<file path="src/rtl/seg7_scan_ctrl.sv">
// Four-digit 7-segment scan controller: SHOW/GAP sequencing, per-frame digit snapshot.
// Optional build macro LEADING_ZERO_BLANK_EN blanks leading zero digits (3..1) during SHOW.
//
// state  | meaning
// S_IDLE | display off, index held at 0, waiting for enable
// S_SHOW | current digit lit for PRESCALE cycles
// S_GAP  | all off for GAP_CYCLES cycles, index already advanced
module seg7_scan_ctrl #(
  parameter int PRESCALE   = 50000,
  parameter int GAP_CYCLES = 500
) (
  input  logic        clk,
  input  logic        rst,
  input  logic        enable,
  input  logic [15:0] digits,
  input  logic [3:0]  dp_mask,
  output logic [1:0]  dig_sel,
  output logic [3:0]  bcd_out,
  output logic        dp_out,
  output logic        blank,
  output logic        frame_done
);

  localparam int CNT_MAX = (PRESCALE > GAP_CYCLES) ? ((PRESCALE > 2) ? PRESCALE : 2)
                                                   : ((GAP_CYCLES > 2) ? GAP_CYCLES : 2);
  localparam int CW = $clog2(CNT_MAX);
  localparam logic [CW-1:0] SHOW_LOAD = CW'(PRESCALE - 1);
  localparam logic [CW-1:0] GAP_LOAD  = CW'((GAP_CYCLES > 0) ? GAP_CYCLES - 1 : 0);
  localparam bit HAS_GAP = (GAP_CYCLES > 0);

  typedef enum logic [1:0] {S_IDLE, S_SHOW, S_GAP} state_t;

  state_t          state, state_nxt;
  logic [1:0]      idx, idx_nxt;
  logic [CW-1:0]   cnt, cnt_nxt;
  logic [15:0]     sh_dig;
  logic [3:0]      sh_dp;
  logic            load_sh;
  logic            cnt_tc;
  logic            lz_blank;

  assign cnt_tc = (cnt == '0);

  always_ff @(posedge clk or posedge rst) begin
    if (rst) state <= S_IDLE;
    else     state <= state_nxt;
  end

  always_ff @(posedge clk or posedge rst) begin
    if (rst) begin
      idx    <= 2'd0;
      cnt    <= '0;
      sh_dig <= 16'h0000;
      sh_dp  <= 4'h0;
    end else begin
      idx <= idx_nxt;
      cnt <= cnt_nxt;
      if (load_sh) begin
        sh_dig <= digits;
        sh_dp  <= dp_mask;
      end
    end
  end

  // Shadow reloads only when a frame (digit 0 SHOW) is about to begin.
  always_comb begin
    state_nxt = state;
    idx_nxt   = idx;
    cnt_nxt   = cnt;
    load_sh   = 1'b0;
    if (!enable) begin
      state_nxt = S_IDLE;
      idx_nxt   = 2'd0;
      cnt_nxt   = '0;
    end else begin
      case (state)
        S_IDLE: begin
          state_nxt = S_SHOW;
          idx_nxt   = 2'd0;
          cnt_nxt   = SHOW_LOAD;
          load_sh   = 1'b1;
        end
        S_SHOW: begin
          if (cnt_tc) begin
            idx_nxt = idx + 2'd1;
            if (HAS_GAP) begin
              state_nxt = S_GAP;
              cnt_nxt   = GAP_LOAD;
            end else begin
              state_nxt = S_SHOW;
              cnt_nxt   = SHOW_LOAD;
              load_sh   = (idx == 2'd3);
            end
          end else begin
            cnt_nxt = cnt - CW'(1);
          end
        end
        S_GAP: begin
          if (cnt_tc) begin
            state_nxt = S_SHOW;
            cnt_nxt   = SHOW_LOAD;
            load_sh   = (idx == 2'd0);
          end else begin
            cnt_nxt = cnt - CW'(1);
          end
        end
        default: begin
          state_nxt = S_IDLE;
          idx_nxt   = 2'd0;
          cnt_nxt   = '0;
        end
      endcase
    end
  end

`ifdef LEADING_ZERO_BLANK_EN
  always_comb begin
    case (idx)
      2'd3:    lz_blank = (sh_dig[15:12] == 4'h0)  && !sh_dp[3];
      2'd2:    lz_blank = (sh_dig[15:8]  == 8'h00) && !sh_dp[2];
      2'd1:    lz_blank = (sh_dig[15:4]  == 12'h000) && !sh_dp[1];
      default: lz_blank = 1'b0;
    endcase
  end
`else
  assign lz_blank = 1'b0;
`endif

  always_comb begin
    dig_sel    = idx;
    bcd_out    = 4'h0;
    dp_out     = 1'b0;
    blank      = 1'b1;
    frame_done = 1'b0;
    case (state)
      S_SHOW: begin
        bcd_out    = sh_dig[{idx, 2'b00} +: 4];
        dp_out     = sh_dp[idx];
        blank      = lz_blank;
        frame_done = cnt_tc && (idx == 2'd3);
      end
      S_GAP: begin
        bcd_out = sh_dig[{idx, 2'b00} +: 4];
        dp_out  = sh_dp[idx];
      end
      default: ;
    endcase
  end

endmodule
</file>
<file path="config.mk">
export PLATFORM = sky130hd
export DESIGN_NAME = seg7_scan_ctrl
export DESIGN_NICKNAME = d
export VERILOG_FILES = /design/src/rtl/seg7_scan_ctrl.sv
export SDC_FILE = /design/constraint.sdc
export NUM_CORES = 1
export LEC_CHECK = 0
export BUFFER_PORTS_ARGS = -buffer_cell sky130_fd_sc_hd__buf_2
export CORE_ASPECT_RATIO = 2
export CORE_MARGIN = 3
export CORE_UTILIZATION = 50
export CTS_CLUSTER_DIAMETER = 120
export DETAILED_ROUTE_END_ITERATION = 12
export GPL_TIMING_DRIVEN = 1
export PLACE_DENSITY = 0.72
export SKIP_LAST_GASP = 1
export SLEW_MARGIN = 30
export SYNTH_ARGS = -nofsm -noshare
export SYNTH_HDL_FRONTEND = slang
export SYNTH_SLANG_ARGS = --single-unit
export TNS_END_PERCENT = 1
</file>
<file path="constraint.sdc">
create_clock -name clk -period 2 [get_ports clk]
set_clock_uncertainty 0.05 [all_clocks]
set_input_delay 0.2 -clock clk [delete_from_list [all_inputs] [get_ports clk]]
set_output_delay 0.2 -clock clk [all_outputs]
set_load 0.01 [all_outputs]
</file>
### Yosys cells after proc, flatten, opt, wreduce, memory -nomap -nowiden

Index checks and enable logic that the tools add are counted.

| word-level totals | value |
|---|---|
| logic and storage cells | 42 |
| output and inout bits | 9 |
| register bits | 40 |
| bits of input ports | 23 |
| memory bits (read-only) | 0 |
| latch bits | 0 |
| memories | 0 |
| bits in writable memories | 0 |

| operators by class | value |
|---|---|
| shift-type cells | 1 |
| multiplexer cells | 20 |
| reduce and logical (&&, ||, !) cells | 7 |
| order comparisons | 1 |
| $add $sub $neg | 2 |
| eq/ne operators | 6 |
| multiply operators | 0 |
| div/mod/pow operators | 0 |
| bitwise operators | 0 |

Operators with widths:

| operator | number |
|---|---|
| 16-bit two-way mux | 3 |
| 16-bit one-hot mux with 3 select lines | 1 |
| 16-bit logical NOT | 1 |
| 16-bit by 5-bit variable part select with 4-bit output | 1 |
| 16-bit by 1-bit subtractor with 16-bit output (second input constant) | 1 |
| 2-bit two-way mux | 5 |
| 1-bit two-way mux | 6 |
| 3-bit != test (second input constant) | 2 |
| 2-bit one-hot mux with 3 select lines | 1 |
| 2-bit equality test (second input constant) | 2 |
| 2-bit logical NOT | 2 |
| 4-bit two-way mux | 1 |
| 2-bit one-hot mux with 2 select lines | 1 |
| 2-bit AND reduction | 2 |
| 2-bit by 3-bit < comparator with 1-bit output (second input constant) | 1 |
| 2-bit by 1-bit adder with 2-bit output (second input constant) | 1 |
| 1-bit binary-select mux with 2-bit select | 1 |
| 2-bit by 1-bit equality test with 1-bit output (second input constant) | 1 |
| 2-bit != test (second input constant) | 1 |
| 1-bit one-hot mux with 2 select lines | 1 |
| 2-bit OR reduction | 1 |
| 1-bit logical AND | 1 |

### Longest topological paths before layout

Gate-level depths: netlist of the first run.

| depth | value |
|---|---|
| depth after elaboration | 4 |
| depth in mapped cells | 8 |
| mapped depth without buffers | 6 |

### Least setup slack after synthesis of the first run

OpenSTA, ideal clock, no wires.

| timing path | value |
|---|---|
| path kind | reg-to-reg |
| start point | register idx[0] (netlist: dig_sel[0]) |
| end point | register sh_dig[10] |
| cell stages (with the launch flop) | 8 |
| data required time | 1.870 ns |
| slack | 0.061 ns |
| path buffers | 2 |
| arrival | 1.809 ns |
| setup time | 0.080 ns |
| clock period less this slack | 1.939 ns |
| cell sequence | dfrtp_1 > clkbuf_1 > inv_1 > ha_1 > nand2_1 > buf_1 > o211ai_2 > o211ai_2 |

| on the way | value |
|---|---|
| longest elaborated chain between the ends | 4 |

Ends and longest elaborated chain:

| what | line | source |
|---|---|---|
| start, declared | 34 | `logic [1:0] idx, idx_nxt;` |
| start signal, assigned | 56 | `idx <= idx_nxt;` |
| 2-bit logical NOT | 102 | `load_sh = (idx == 2'd0);` |
| 1-bit two-way mux | 99 | `if (cnt_tc) begin` |
| 1-bit one-hot mux with 2 select lines | 76 | `case (state)` |
| 1-bit two-way mux | 71 | `if (!enable) begin` |
| end signal, assigned | 59 | `sh_dig <= digits;` |
| end, declared | 36 | `logic [15:0] sh_dig;` |

No other way between the ends.
A chain may end at the register's enable or synchronous reset.

### Worst setup path after layout of the first run

| timing path | value |
|---|---|
| start point | register cnt[6] |
| end point | output frame_done |

| on the way | value |
|---|---|
| longest elaborated chain between the ends | 3 |

Ends and longest elaborated chain:

| what | line | source |
|---|---|---|
| start, declared | 35 | `logic [CW-1:0] cnt, cnt_nxt;` |
| start signal, assigned | 57 | `cnt <= cnt_nxt;` |
| 16-bit logical NOT | 42 | `assign cnt_tc = (cnt == '0);` |
| 1-bit logical AND | 140 | `frame_done = cnt_tc && (idx == 2'd3);` |
| 1-bit two-way mux | 135 | `case (state)` |
| end, declared | 21 | `output logic frame_done` |

No other way between the ends.

==> results of run 1 <==
-- final timing paths --
path,startpoint,cells past startpoint,slack [ns],to
max,cnt[6],5,-0.03,frame_done
min,digits[14],3,0.10,sh_dig[14]
min in group asynchronous,rst,4,0.51,sh_dig[8]
max reg2reg,cnt[1],8,-0.02,dig_sel[0]
max in group asynchronous,rst,4,1.03,cnt[12]
min reg2reg,sh_dig[9],2,0.50,sh_dig[9]
-- per-stage QoR --
stage	power (mW)	worst slack (ns)	instance area, µm²	setup TNS (ns)	hold WS [ns]
after global placement	2.93	-0.0446	3040	-0.688	0.299
after global routing	4.03	-0.0907	3300	-0.688	0.115
final	3.79	-0.0267	3300	-0.0428	0.105
after detailed placement	2.97	-0.0553	3040	-0.970	0.301
after floorplan	2.45	0.0605	2710	0	0.314
after CTS	3.79	-0.00141	3270	-0.00141	0.0961
-- metal layers --
layer	up-vias	routed length, µm	share of wire (%)	track usage (%)
met5	-	0	0	0
met4	0	279	4.2	14.8
met3	17	205	3.1	2.45
met2	48	3810	57	43.6
met1	1071	2400	36	23.2
li1	1059	-	-	-
-- sequential cells by signal, indices dropped and copies added, names as in the netlist --
name     flops
state        2
cnt         16
sh_dp        4
dig_sel      2
sh_dig      16
-- cells by family (layout without fill, tap and decap cells) --
family / Yosys count / count (layout) / share of synthesized area, %
AND/OR/NAND/NOR: 95 / 95 / 19.5
AO/OA/AOI/OAI: 72 / 72 / 26.4
flip-flops: 40 / 40 / 37.0
buffers and inverters: 30 / 81 / 5.59
XOR/XNOR: 9 / 9 / 2.91
adder cells (fa/ha/maj): 8 / 8 / 3.70
multiplexers: 7 / 7 / 4.90
-- power breakdown --
group	switching [mW]	internal (mW)	total, mW	leakage, nW
combinational	0.867	0.827	1.69	0.953
sequential	0.296	1.07	1.37	0.502
clock	0.293	0.440	0.734	0.0645
-- worst min-delay path: stages --
cell and delay, ns:
sky130_fd_sc_hd__buf_2 0.09, sky130_fd_sc_hd__nand2_1 0.06, sky130_fd_sc_hd__o211ai_2 0.07
-- layout make-up --
cell class              count  area (µm²)  area share [%]
inverters                   9        33.8            1.02
flip-flops and latches     40        1000            30.4
multi-input cells         191        1600            48.5
clock inverters             1        30.0           0.911
well taps                  58        72.6            2.20
repair buffers             64         465            14.1
clock buffers               7        96.3            2.92
-- cell usage in the layout, fill, tap and decap left out, types with 3 or more instances in the layout --
master                      n
sky130_fd_sc_hd__clkbuf_8   7
sky130_fd_sc_hd__o21ai_0    3
sky130_fd_sc_hd__o211ai_1   4
sky130_fd_sc_hd__inv_1      7
sky130_fd_sc_hd__buf_12     4
sky130_fd_sc_hd__nand4_1    5
sky130_fd_sc_hd__mux4_2     5
sky130_fd_sc_hd__nand4b_1   3
sky130_fd_sc_hd__a21oi_1    6
sky130_fd_sc_hd__o211ai_2  36
sky130_fd_sc_hd__nand3_1    4
sky130_fd_sc_hd__o31ai_1    3
sky130_fd_sc_hd__xor2_1     7
sky130_fd_sc_hd__nor3_1     5
sky130_fd_sc_hd__buf_4     27
sky130_fd_sc_hd__nor2_1    11
sky130_fd_sc_hd__nand2_1   28
sky130_fd_sc_hd__buf_2     30
sky130_fd_sc_hd__nand2b_1  21
sky130_fd_sc_hd__and2_1     5
sky130_fd_sc_hd__dfrtp_1   40
sky130_fd_sc_hd__ha_1       7
-- repair_timing --
item,CTS,global route
gates resized for setup,12,1
setup endpoints to repair,33,31
endpoints found under the hold margin,40,0
pin swaps,4,1
hold buffers,1,0
setup buffers,5,2
==> results by group, run 1 <==
Status
  • Run status: complete, but fails checks
  • Violated checks: setup timing

Clock tree
  • Number of sinks driven by the clock tree: 40
  • Clk root buf: sky130_fd_sc_hd__clkbuf_8
  • TritonCTS clock tree: built
  • Number of buffers created by CTS: 5
  • Source-to-sink clock delay at the later pin of the worst-skew pair: 0.30 ns
  • Clock slew at reported path FFs: 0.08 ns
  • Clock tree buffer depth: 2
  • Maximum level of the CTS H-tree: 2

Cells and area
  • Final core utilization: 63.6%
  • Area grow syn2layout: 21.7%
  • Number of nets in the layout: 342
  • Antenna cell count: 0
  • Number of filler cells placed in the layout: 426
  • Number of standard cells in the layout, taps in and fillers out: 370
  • Fraction of final layout cells with drive strength greater than 1: 40.1%

Placement
  • Count of buffers from port buffering: 31
  • Number of placed instances with taps included: 354
  • Detailed Place HPWL: 4780 µm
  • Routability cong.: 0.868

Yosys
  • Synthesized area per cell: 10.4 µm²
  • Most frequent cells after synthesis: sky130_fd_sc_hd__dfrtp_1 (40), sky130_fd_sc_hd__o211ai_2 (36), sky130_fd_sc_hd__nand2_1 (28), sky130_fd_sc_hd__nand2b_1 (21), sky130_fd_sc_hd__nor2_1 (11)
  • Yosys warning total: 0
  • Nets in the synthesized netlist: 292
  • Most common cell in the netlist: sky130_fd_sc_hd__dfrtp_1
  • Unique masters post-synth: 45
  • Cell type with the highest aggregate area in the netlist: sky130_fd_sc_hd__dfrtp_1
  • FF+latch count, synth: 40
  • Fraction of registers with async set/reset: 100%
  • Number of synthesized flops with an enable pin: 0
  • Commonest register cell after synthesis: sky130_fd_sc_hd__dfrtp_1
  • Proportion of synthesized chip area in sequential cells: 37.0%
  • Fraction of post-synthesis cell area in the top cell type by area: 37.0%
  • Count of mapped cells out of synthesis: 261
  • Most area-consuming cells after synthesis: sky130_fd_sc_hd__dfrtp_1 (37%), sky130_fd_sc_hd__o211ai_2 (17%), sky130_fd_sc_hd__nand2b_1 (4.8%)
  • Post-Synthesis Cell Area: 0.00271 mm²

Worst setup path
  • Slowest cell delay on critical path: 0.39 ns
  • Biggest fanout along the worst timing path: 6
  • Setup crit start kind: register
  • Cells along the critical path: nor4_2 -> buf_4 -> and4_4 -> and3_4 -> buf_6
  • Slowest cell on the critical path: sky130_fd_sc_hd__dfrtp_1
  • Data required time of the critical path: 1.75 ns
  • Count of buffering cells on the critical path with inverters included: 2
  • Endpoint kind of the worst setup timing path: output port
  • Data arrival at the endpoint of the critical path: 1.78 ns
  • Category of the most critical setup path: reg2out
  • CP top delay family: simple AND/OR/NAND/NOR gates

Die
  • Number of rows in the core area: 37
  • Die H: 110 µm
  • Core area: 0.00518 mm²
  • Initial Util: 52.2%
  • DIE WIDTH: 58.0 µm
  • IO Pins: 32
  • Area of the die: 0.00639 mm²

Drt
  • Count of TritonRoute iterations in the first routing pass: 4
  • Post-detailed-route via-to-cell ratio: 5.93
  • Number of DRC markers in iteration 0: 49
  • Post-detailed-route DRC marker count: 0
  • Count of antenna-violating nets left after detailed routing: 0
  • Via count: 2,195
  • Total detailed-routing wirelength: 6690 µm
  • Routed wire per std cell: 18.1 µm

Timing
  • Slew of the pin with the lowest slew margin: 0.517 ns
  • Final number of hold-violating endpoints: 0
  • Worst path setup slack after routing: -0.0267 ns
  • Highest clock frequency the design can meet: 493 MHz
  • Clock period minus final worst setup slack: 2.03 ns
  • Setup repair after global routing missed its margin: true
  • Worst slew margin relative to its limit: 65.5%
  • Finish-stage setup viols: 2
  • Number of max-slew violations in the final report: 0
  • Final period utilization: 101%

GRT
  • GRT overflow: 0
  • Vias in the first global route: 2,312
  • Tot GR Track Use: 23.1%
  • Maximum number of pins on one net before global-route repair: 41
  • First-pass GRT wire length: 11,100 µm
  • Number of antenna violations at the first check in global routing: 0

Hold path
  • Worst min-delay path class: in2reg

Pwr
  • Max IR drop VDD: 0.00102 V
  • Power density cells: 1150 mW/mm²
  • Static power due to leakage: 1.52 nW

Job
  • Max-capacitance violation count: 0
Note: power is estimated with default switching activity, not from simulation.
==> run 2, diff against run 1 <==
==> constraint.sdc (replaced) <==
create_clock -name clk -period 2 [get_ports clk]
set_clock_uncertainty 0.05 [all_clocks]
set_input_delay 0.2 -clock clk [delete_from_list [all_inputs] [get_ports clk]]
set_output_delay 0.2 -clock clk [all_outputs]
set_load 0.02 [all_outputs]
==> run 2 against run 1 <==
  * The run still ends with setup timing left
  * Combinational power up 8%
  * Utilization grew 0.17 points
  * Critical path depth unchanged
  * Routed wire length up 5.1%
  * Die area did not move
  * Flip-flop and latch count did not move
  * Via count is 3.5% higher
  * Sequential share of layout area is essentially flat
  * Critical path type unchanged
  * Critical endpoint unchanged
  * Largest power group unchanged
==> results by group, run 2 (synthesis gave the netlist of run 1 again) <==
Die
  • Initial Util: 52.2%
  • Number of rows in the core area: 37
  • Die H: 110 µm
  • Core area: 0.00518 mm²
  • DIE WIDTH: 58.0 µm
  • Area of the die: 0.00639 mm²
  • IO Pins: 32

Status
  • Violated checks: setup timing
  • Run status: complete, but fails checks

GRT
  • Vias in the first global route: 2,462
  • First-pass GRT wire length: 11,400 µm
  • GRT overflow: 0
  • Maximum number of pins on one net before global-route repair: 41
  • Tot GR Track Use: 23.7%
  • Number of antenna violations at the first check in global routing: 0

Cells and area
  • Area grow syn2layout: 22.0%
  • Leading cell types in the layout, fill and taps excluded: sky130_fd_sc_hd__dfrtp_1 (38), sky130_fd_sc_hd__o211ai_2 (36), sky130_fd_sc_hd__buf_4 (32)
  • Largest regs: cnt: 16 flops, sh_dig: 16 flops, sh_dp: 4 flops
  • Number of filler cells placed in the layout: 438
  • Number of nets in the layout: 346
  • Fraction of final layout cells with drive strength greater than 1: 40.0%
  • Final core utilization: 63.8%
  • Antenna cell count: 0
  • Most frequent standard cell in the layout excluding fill and tap cells: sky130_fd_sc_hd__dfrtp_1

Clock tree
  • Source-to-sink clock delay at the later pin of the worst-skew pair: 0.29 ns
  • Number of buffers created by CTS: 5
  • Clock tree buffer depth: 2
  • TritonCTS clock tree: built
  • Maximum level of the CTS H-tree: 2
  • Number of sinks driven by the clock tree: 40
  • Clk root buf: sky130_fd_sc_hd__clkbuf_8
  • Clock slew at reported path FFs: 0.08 ns

Worst setup path
  • Reg2reg start: cnt[8]
  • CP top delay family: simple AND/OR/NAND/NOR gates
  • Critical Path Start: cnt[2]
  • Count of buffering cells on the critical path with inverters included: 2
  • Setup crit start kind: register
  • Data required time of the critical path: 1.75 ns
  • Slowest cell on the critical path: sky130_fd_sc_hd__dfrtp_2
  • Endpoint kind of the worst setup timing path: output port
  • Slowest cell delay on critical path: 0.44 ns
  • Cells along the critical path: nor4_4 -> buf_4 -> and4_4 -> and3_1 -> buf_6
  • Biggest fanout along the worst timing path: 3
  • Data arrival at the endpoint of the critical path: 1.76 ns
  • Category of the most critical setup path: reg2out

Drt
  • Routed length on met2: 4100 µm
  • Routed wire per std cell: 18.8 µm
  • Via count: 2,271
  • Post-route met1 wirelength: 2400 µm
  • Post-detailed-route DRC marker count: 0
  • Count of antenna-violating nets left after detailed routing: 0
  • Met3 wire len: 219 µm
  • Top routing layer used: met4
  • Count of TritonRoute iterations in the first routing pass: 5
  • Post-detailed-route via-to-cell ratio: 6.09
  • Total detailed-routing wirelength: 7030 µm
  • Number of DRC markers in iteration 0: 71

Timing
  • Worst path setup slack after routing: -0.0119 ns
  • Highest clock frequency the design can meet: 497 MHz
  • Setup repair after global routing missed its margin: true
  • Final period utilization: 101%
  • Clock period minus final worst setup slack: 2.01 ns
  • Worst slew margin relative to its limit: 64.2%
  • Slew of the pin with the lowest slew margin: 0.537 ns
  • Number of max-slew violations in the final report: 0
  • Finish-stage setup viols: 1
  • Final number of hold-violating endpoints: 0

Job
  • Max-capacitance violation count: 0

Hold path
  • Worst min-delay path class: in2reg
  • Hold Crit Start: digits[13]

Placement
  • Detailed Place HPWL: 4860 µm
  • Routability cong.: 0.925
  • Count of buffers from port buffering: 31
  • Setup slack at placement: -0.0128 ns

Pwr
  • Max IR drop VDD: 0.00100 V
  • Power density cells: 1200 mW/mm²
  • Static power due to leakage: 1.53 nW
[run 2: changes by cell type in the layout (fill, tap and decap cells not counted)]
cell	change
sky130_fd_sc_hd__buf_12	-2
sky130_fd_sc_hd__and3_4	-1
sky130_fd_sc_hd__inv_2	-2
sky130_fd_sc_hd__buf_8	+1
sky130_fd_sc_hd__dfrtp_1	-2
sky130_fd_sc_hd__inv_1	+2
sky130_fd_sc_hd__dfrtp_2	+2
sky130_fd_sc_hd__and3_1	+1
sky130_fd_sc_hd__buf_4	+5
sky130_fd_sc_hd__a21oi_2	-1
sky130_fd_sc_hd__bufinv_16	+1
sky130_fd_sc_hd__a21oi_1	+1
sky130_fd_sc_hd__clkbuf_8	-2
[run 2: path summary, 6_finish.rpt]
kind / end / slack [ns] / cells after the start
setup / recovery: frame_done / -0.01 / 5
hold / removal: sh_dig[13] / 0.12 / 3
setup reg to reg: dig_sel[0] / 0.02 / 7
hold reg to reg: sh_dig[14] / 0.50 / 2
max in group asynchronous: sh_dp[1] / 0.99 / 4
min in group asynchronous: cnt[4] / 0.52 / 4
[run 2: repair_timing]
item / in CTS / in global routing
endpoints found under the hold margin: 30 / 0
hold buffers: 1 / 0
endpoints found under the setup margin: 9 / 28
setup buffers: 8 / 5
resized for setup: 8 / 6
pin swaps: 4 / 3
[run 2: cell type report]
cell class / count / area [µm²] / area share [%]
timing repair buffer: 68 / 478 / 14.5
tap: 58 / 72.6 / 2.20
clock buffer: 5 / 68.8 / 2.08
inverter: 9 / 33.8 / 1.02
sequential: 40 / 1000 / 30.4
clock inverter: 2 / 60.1 / 1.82
multi-input combinational: 191 / 1590 / 48.1
[run 2: worst reg2reg max path: stages, from the launching register on]
cell and delay [ns]:
sky130_fd_sc_hd__dfrtp_1 0.41, sky130_fd_sc_hd__nor4_2 0.32, sky130_fd_sc_hd__buf_4 0.18, sky130_fd_sc_hd__buf_4 0.11, sky130_fd_sc_hd__nand4_1 0.11, sky130_fd_sc_hd__buf_8 0.18
sky130_fd_sc_hd__or4_1 0.39, sky130_fd_sc_hd__a21boi_1 0.17
[run 2: per-layer routing]
metal	vias up	track usage (%)
met5	-	0
met4	0	14.8
met3	24	2.91
met2	72	45.2
met1	1103	23.1
li1	1072	-
[run 2: through the flow]
stage / power (mW) / instances / hold slack [ns] / TNS, ns / area [µm²]
6_report: 3.96 / 373 / 0.125 / -0.0119 / 3310
5_1_grt: 4.19 / 373 / 0.134 / -1.97 / 3310
4_1_cts: 3.90 / 368 / 0.117 / -0.0230 / 3240
3_5_place_dp: 2.99 / 352 / 0.309 / -0.0128 / 3020
3_3_place_gp: 2.95 / 352 / 0.302 / 0 / 3020
2_1_floorplan: 2.48 / 261 / 0.314 / 0 / 2710
[run 2: where the power goes]
| group | internal, mW | switching [mW] |
|---|---|---|
| clock | 0.491 | 0.281 |
| sequential | 1.07 | 0.285 |
| combinational | 0.882 | 0.948 |
